**src/rtl/multiply_arbiter.sv**
```systemverilog
// Round-robin arbiter sharing one multiplier between N requesters.
// Each granted operand pair is sent as two addressed arguments; the product is routed back to its owner.
module multiply_arbiter #(
    parameter int N    = 4,
    parameter int ARGW = 16,
    parameter int RESW = 2*ARGW
) (
    input  logic                 clk,
    input  logic                 rst,
    input  logic [N-1:0]         req_valid,
    output logic [N-1:0]         req_ready,
    input  logic [N*2*ARGW-1:0]  req_data,
    output logic [N-1:0]         rsp_valid,
    input  logic [N-1:0]         rsp_ready,
    output logic [RESW-1:0]      rsp_data,
    output logic                 mul_arg_valid,
    input  logic                 mul_arg_ready,
    output logic [ARGW-1:0]      mul_arg_data,
    output logic                 mul_arg_addr,
    input  logic                 mul_res_valid,
    output logic                 mul_res_ready,
    input  logic [RESW-1:0]      mul_res_data,
    output logic                 busy
);

    localparam int PW = (N > 1) ? $clog2(N) : 1;

    typedef enum logic [2:0] {
        S_IDLE,
        S_ARG0,
        S_ARG1,
        S_WAIT,
        S_RESP
    } state_t;

    state_t          state;
    logic [PW-1:0]   ptr;
    logic [PW-1:0]   owner;
    logic [ARGW-1:0] op1_q;

    logic [PW-1:0]   grant_idx;
    logic [PW-1:0]   next_ptr;
    logic            grant_found;
    logic [ARGW-1:0] pair_op0 [N];
    logic [ARGW-1:0] pair_op1 [N];

    // Index addition modulo N; both operands are below N so one correction suffices.
    function automatic logic [PW-1:0] wrap_add(input logic [PW-1:0] base, input int unsigned off);
        logic [PW:0] s;
        s = {1'b0, base} + (PW+1)'(off);
        if (s >= (PW+1)'(N))
            s = s - (PW+1)'(N);
        return s[PW-1:0];
    endfunction

    function automatic logic [N-1:0] onehot(input logic [PW-1:0] idx);
        logic [N-1:0] v;
        v      = '0;
        v[idx] = 1'b1;
        return v;
    endfunction

    for (genvar g = 0; g < N; g++) begin : g_unpack
        assign pair_op0[g] = req_data[g*2*ARGW +: ARGW];
        assign pair_op1[g] = req_data[g*2*ARGW + ARGW +: ARGW];
    end

    // Scan from the far end back toward ptr so the candidate closest to ptr wins.
    always_comb begin
        grant_found = 1'b0;
        grant_idx   = '0;
        for (int k = N-1; k >= 0; k--) begin
            if (req_valid[wrap_add(ptr, k)]) begin
                grant_found = 1'b1;
                grant_idx   = wrap_add(ptr, k);
            end
        end
    end

    assign next_ptr  = wrap_add(grant_idx, 1);
    assign req_ready = (state == S_IDLE && grant_found) ? onehot(grant_idx) : '0;

    always_ff @(posedge clk or negedge rst) begin
        if (!rst) begin
            state         <= S_IDLE;
            ptr           <= '0;
            owner         <= '0;
            op1_q         <= '0;
            rsp_valid     <= '0;
            rsp_data      <= '0;
            mul_arg_valid <= 1'b0;
            mul_arg_addr  <= 1'b0;
            mul_arg_data  <= '0;
            mul_res_ready <= 1'b0;
            busy          <= 1'b0;
        end else begin
            case (state)
                S_IDLE: begin
                    // op0 goes straight to the argument register; only op1 needs holding.
                    if (grant_found) begin
                        state         <= S_ARG0;
                        owner         <= grant_idx;
                        ptr           <= next_ptr;
                        op1_q         <= pair_op1[grant_idx];
                        mul_arg_valid <= 1'b1;
                        mul_arg_addr  <= 1'b0;
                        mul_arg_data  <= pair_op0[grant_idx];
                        busy          <= 1'b1;
                    end
                end
                S_ARG0: begin
                    if (mul_arg_ready) begin
                        state        <= S_ARG1;
                        mul_arg_addr <= 1'b1;
                        mul_arg_data <= op1_q;
                    end
                end
                S_ARG1: begin
                    if (mul_arg_ready) begin
                        state         <= S_WAIT;
                        mul_arg_valid <= 1'b0;
                        mul_arg_addr  <= 1'b0;
                        mul_arg_data  <= '0;
                        mul_res_ready <= 1'b1;
                    end
                end
                S_WAIT: begin
                    if (mul_res_valid) begin
                        state         <= S_RESP;
                        mul_res_ready <= 1'b0;
                        rsp_valid     <= onehot(owner);
                        rsp_data      <= mul_res_data;
                    end
                end
                S_RESP: begin
                    if (rsp_ready[owner]) begin
                        state     <= S_IDLE;
                        rsp_valid <= '0;
                        rsp_data  <= '0;
                        busy      <= 1'b0;
                    end
                end
                default: state <= S_IDLE;
            endcase
        end
    end

endmodule

```
**config.mk**
```make
export PLATFORM = sky130hd
export DESIGN_NAME = multiply_arbiter
export DESIGN_NICKNAME = d
export VERILOG_FILES = /design/src/rtl/multiply_arbiter.sv
export SDC_FILE = /design/constraint.sdc
export NUM_CORES = 1
export LEC_CHECK = 0
export ABC_AREA = 1
export CORE_MARGIN = 2
export CORE_UTILIZATION = 43
export DETAILED_ROUTE_END_ITERATION = 16
export PLACE_DENSITY_LB_ADDON = 0.12
export SETUP_SLACK_MARGIN = 0.02
export SYNTH_ARGS = -nofsm -noshare
export SYNTH_HDL_FRONTEND = slang
export SYNTH_SLANG_ARGS = --single-unit
```
**constraint.sdc**
```tcl
create_clock -name clk -period 3.2 [get_ports clk]
set_clock_uncertainty 0.05 [all_clocks]
set_input_delay 0.96 -clock clk [delete_from_list [all_inputs] [get_ports clk]]
set_output_delay 0.96 -clock clk [all_outputs]
set_load 0.03 [all_outputs]
```
==> metrics.md <==
| Metric | Value |
|---|---|
| Status | finished with violations |
| Failing checks | negative setup slack |
| Finished Core Util | 70.9% |
| Core Region | 11,900 um^2 |
| Width of the die | 114 um |
| Fin area | 8410 um^2 |
| Die ar. | 12,900 um^2 |
| Post-synth EDFFs | 0 |
| Setup WS post-layout | -13.0 ps |
| Critical Path Slowest Stage Cell | dfrtp_2 |
| Tightest Pin Transition | 577 ps |
| Clock Tree Buf Depth | 2 |
| Cells after Synth | 779 |
| Tot Pwr | 0.00994 W |
| Synth top area share | 38.2% |
| All-layer global routing usage | 23.8% |
| Hold Path Stages | 2 |
| Final Setup Violations | 3 |
| Area Overhead vs Synth | 62.3% |
| Period utilization | 100% |
| Unrepaired setup endpoints after global routing | yes |
| Largest net degree at the start of global routing | 40 |
| Syn avg cell area | 6.65 um^2 |
| Synth Net Count | 955 |
| Delay-heaviest family, CP | simple AND/OR/NAND/NOR gates |
| Synth cell types | 37 |
| Most frequent cell after synthesis | nand2_1 |
| Async SR Flop Fraction | 100% |
| Sequential area share after synthesis | 38.2% |
| HPWL Detailed | 11.3 mm |
| Via density | 4.79 |
| Clock Root Buffer | clkbuf_16 |
| Syn. warnings | 0 |
| First-pass GRT wire length | 25.1 mm |
| Max-cap violations | 0 |
| Crit-path cells | inv_4, nand2_1, nand2_2, nand2_2, nor2_4, o21ai_4, a21boi_4, ha_4, inv_2, nor2_4, buf_6 |
| Slew Viols, Final | 0 |
| Dominant cells by area after synthesis | dfrtp_1 38%, nand2_1 16%, inv_1 11% |
| Rows | 40 |
| Final nets | 1,198 |
| Grt ovf | 0 |
| Total negative slack | -33.2 ps |
| Max VDD drop | 0.000758 V |
| Wire length per cell | 13.3 um |
| H-tree levels | 3 |
| Reg-to-reg setup timing slack | 680 ps |
| TritonCTS Sinks | 79 |
| Crit-path max FO | 7 |
| Clock slew seen by the registers of the worst setup and hold paths | 70 ps |
| Buf+Inv Stages, Crit Path | 3 |
| Initial drt markers | 261 |
| Maximum clock rate | 311 MHz |
| Fraction of layout cells with a size suffix above 1 | 13.1% |
| Drt first pass iters | 4 |
| Crit. End Element | output port |
| Placed cell areas | 7760 um^2 |
| Initial antenna violation count | 0 |
| Post-synth top flop | dfrtp_1 |
| Synth Register Bits | 79 |
| Relative slew slack | 61.4% |
| Cell taking the most area after synthesis | dfrtp_1 |
| Final ANT Viol Nets | 0 |
| R2R depth | 14 |
| Final GP Congestion | 0.827 |
| # DRC | 0 |
| Routed WL | 15.6 mm |
| Placed cells | 1,143 |
| Worst hold path type | reg2reg |
| Hold Path End | mul_arg_addr |
| Reg2reg end | op1_q[9] |
| Arr. time, crit path | 2200 ps |
| Tmin final | 3210 ps |
| Initial Utilization | 43.7% |
| Filler cells | 1,034 |
| Final Hold Fails | 0 |
| Crit Path Category | reg2out |
| CTS tree | yes |
| Delay of the slowest cell on the worst path | 480 ps |
| Worst r2r src | ptr[0] |
| Area occupied by multi-input gates | 2610 um^2 |
| IO Port Bufs | 231 |
| N_diodes | 0 |
| Startpoint Class | flip-flop |
| Critical path required time | 2190 ps |
| Post-Layout Cell Count | 1,174 |
| PD cells | 1180 nW/um^2 |
| Via count | 5,619 |
| Die Height | 114 um |
| Storage element area | 1980 um^2 |
| Vias in the first global route | 5,326 |
| Worst hold start | mul_arg_addr |
| Cell area after synthesis | 5180 um^2 |
| CTS buffer count | 9 |
| Cell leakage power | 4.25 nW |
| Ports | 232 |
| Hold_buf cts | 0 |
| Post-synth top cells | 220 x nand2_1, 154 x inv_1, 90 x nand3_1 |
| Clock latency on the worst-skew pair | 330 ps |
## cells in the final DEF (no fill, tap or decap), types with 2 or more instances in the layout
master / synthesis / routed
dfrtp_2: 0 / 2
clkbuf_16: 0 / 9
a21oi_1: 10 / 10
inv_1: 154 / 146
o21ai_1: 11 / 11
inv_4: 3 / 7
nor2_1: 67 / 61
nand3_4: 1 / 4
o211ai_1: 20 / 20
buf_12: 0 / 4
inv_2: 2 / 5
clkinv_4: 0 / 2
nand2_2: 3 / 8
nand2_1: 220 / 203
a22oi_1: 4 / 4
o21bai_1: 2 / 2
nand4_1: 2 / 2
clkdlybuf4s50_1: 0 / 222
nand3_1: 90 / 85
nand3_2: 3 / 5
dfrtp_1: 79 / 77
inv_6: 0 / 4
ha_4: 0 / 4
a21oi_2: 5 / 5
buf_4: 10 / 36
o21ai_0: 45 / 45
nor2_2: 1 / 2
buf_6: 4 / 9
nand2_4: 1 / 13
buf_8: 1 / 2
nor2_4: 0 / 5
## sequential cells by signal, summed over array words and instances, names as in the netlist
signal and cells:
mul_arg_valid 1, state 3, rsp_data 32, owner 2
mul_res_ready 1, mul_arg_addr 1, ptr 2, busy 1
mul_arg_data 16, rsp_valid 4, op1_q 16
## metrics by stage
stage | hold WS (ps) | setup WS [ps]
detailed placement | 417 | -516
global placement | 405 | -496
CTS | 434 | 15.2
finish | 427 | -13.0
floorplan | 399 | 20.9
global route | 446 | -70.7
## power breakdown
group          switching (W)  internal, W
registers           0.000287      0.00153
clock network       0.000448     0.000621
logic                0.00426      0.00279
## worst reg2reg max path: cells and delay by family, from the launching register on
family          cells  cell delay, ps
simple gates        8            1090
compound gates      2             190
flops               1             480
buf+inv             4             640
## cells by family (layout without fill, tap and decap cells)
| family | Yosys count | count (layout) | synth area share, % |
|---|---|---|---|
| flip-flops | 79 | 79 | 38.2 |
| AND/OR/NAND/NOR | 395 | 395 | 32.8 |
| AO/OA/AOI/OAI | 101 | 101 | 11.7 |
| buffers and inverters | 200 | 448 | 16.4 |
| adder cells (fa/ha/maj) | 4 | 4 | 0.966 |
## area by class of cell
type | instances | share of cell area (%)
clock buffers | 9 | 2.68
well taps | 147 | 2.19
repair buffers | 273 | 32.2
multi-input cells | 500 | 31.0
inverters | 159 | 7.37
clock inverters | 7 | 1.01
flip-flops and latches | 79 | 23.5
## worst max-delay path by stage
stage / from / to / depth (start not counted)
2_1_floorplan: req_valid[1] / req_ready[1] / 13
3_3_place_gp: req_valid[0] / req_ready[2] / 11
3_5_place_dp: req_valid[0] / req_ready[2] / 11
4_1_cts: req_valid[1] / req_ready[2] / 12
5_1_grt: ptr[0] / req_ready[2] / 11
6_report: ptr[0] / req_ready[2] / 11
## repair_timing
item	4_1_cts	5_1_grt
gates resized for setup	56	20
buffers inserted	10	5
setup endpoints to repair	4	4
pin swaps	21	13
## routing by layer
layer  track usage (%)  part of all wire (%)
met2              41.3                    49
met4              6.91                   1.3
met3              3.93                   5.8
met1              30.8                    43
met5                 0                     0
(Power assumes the default switching activity.)
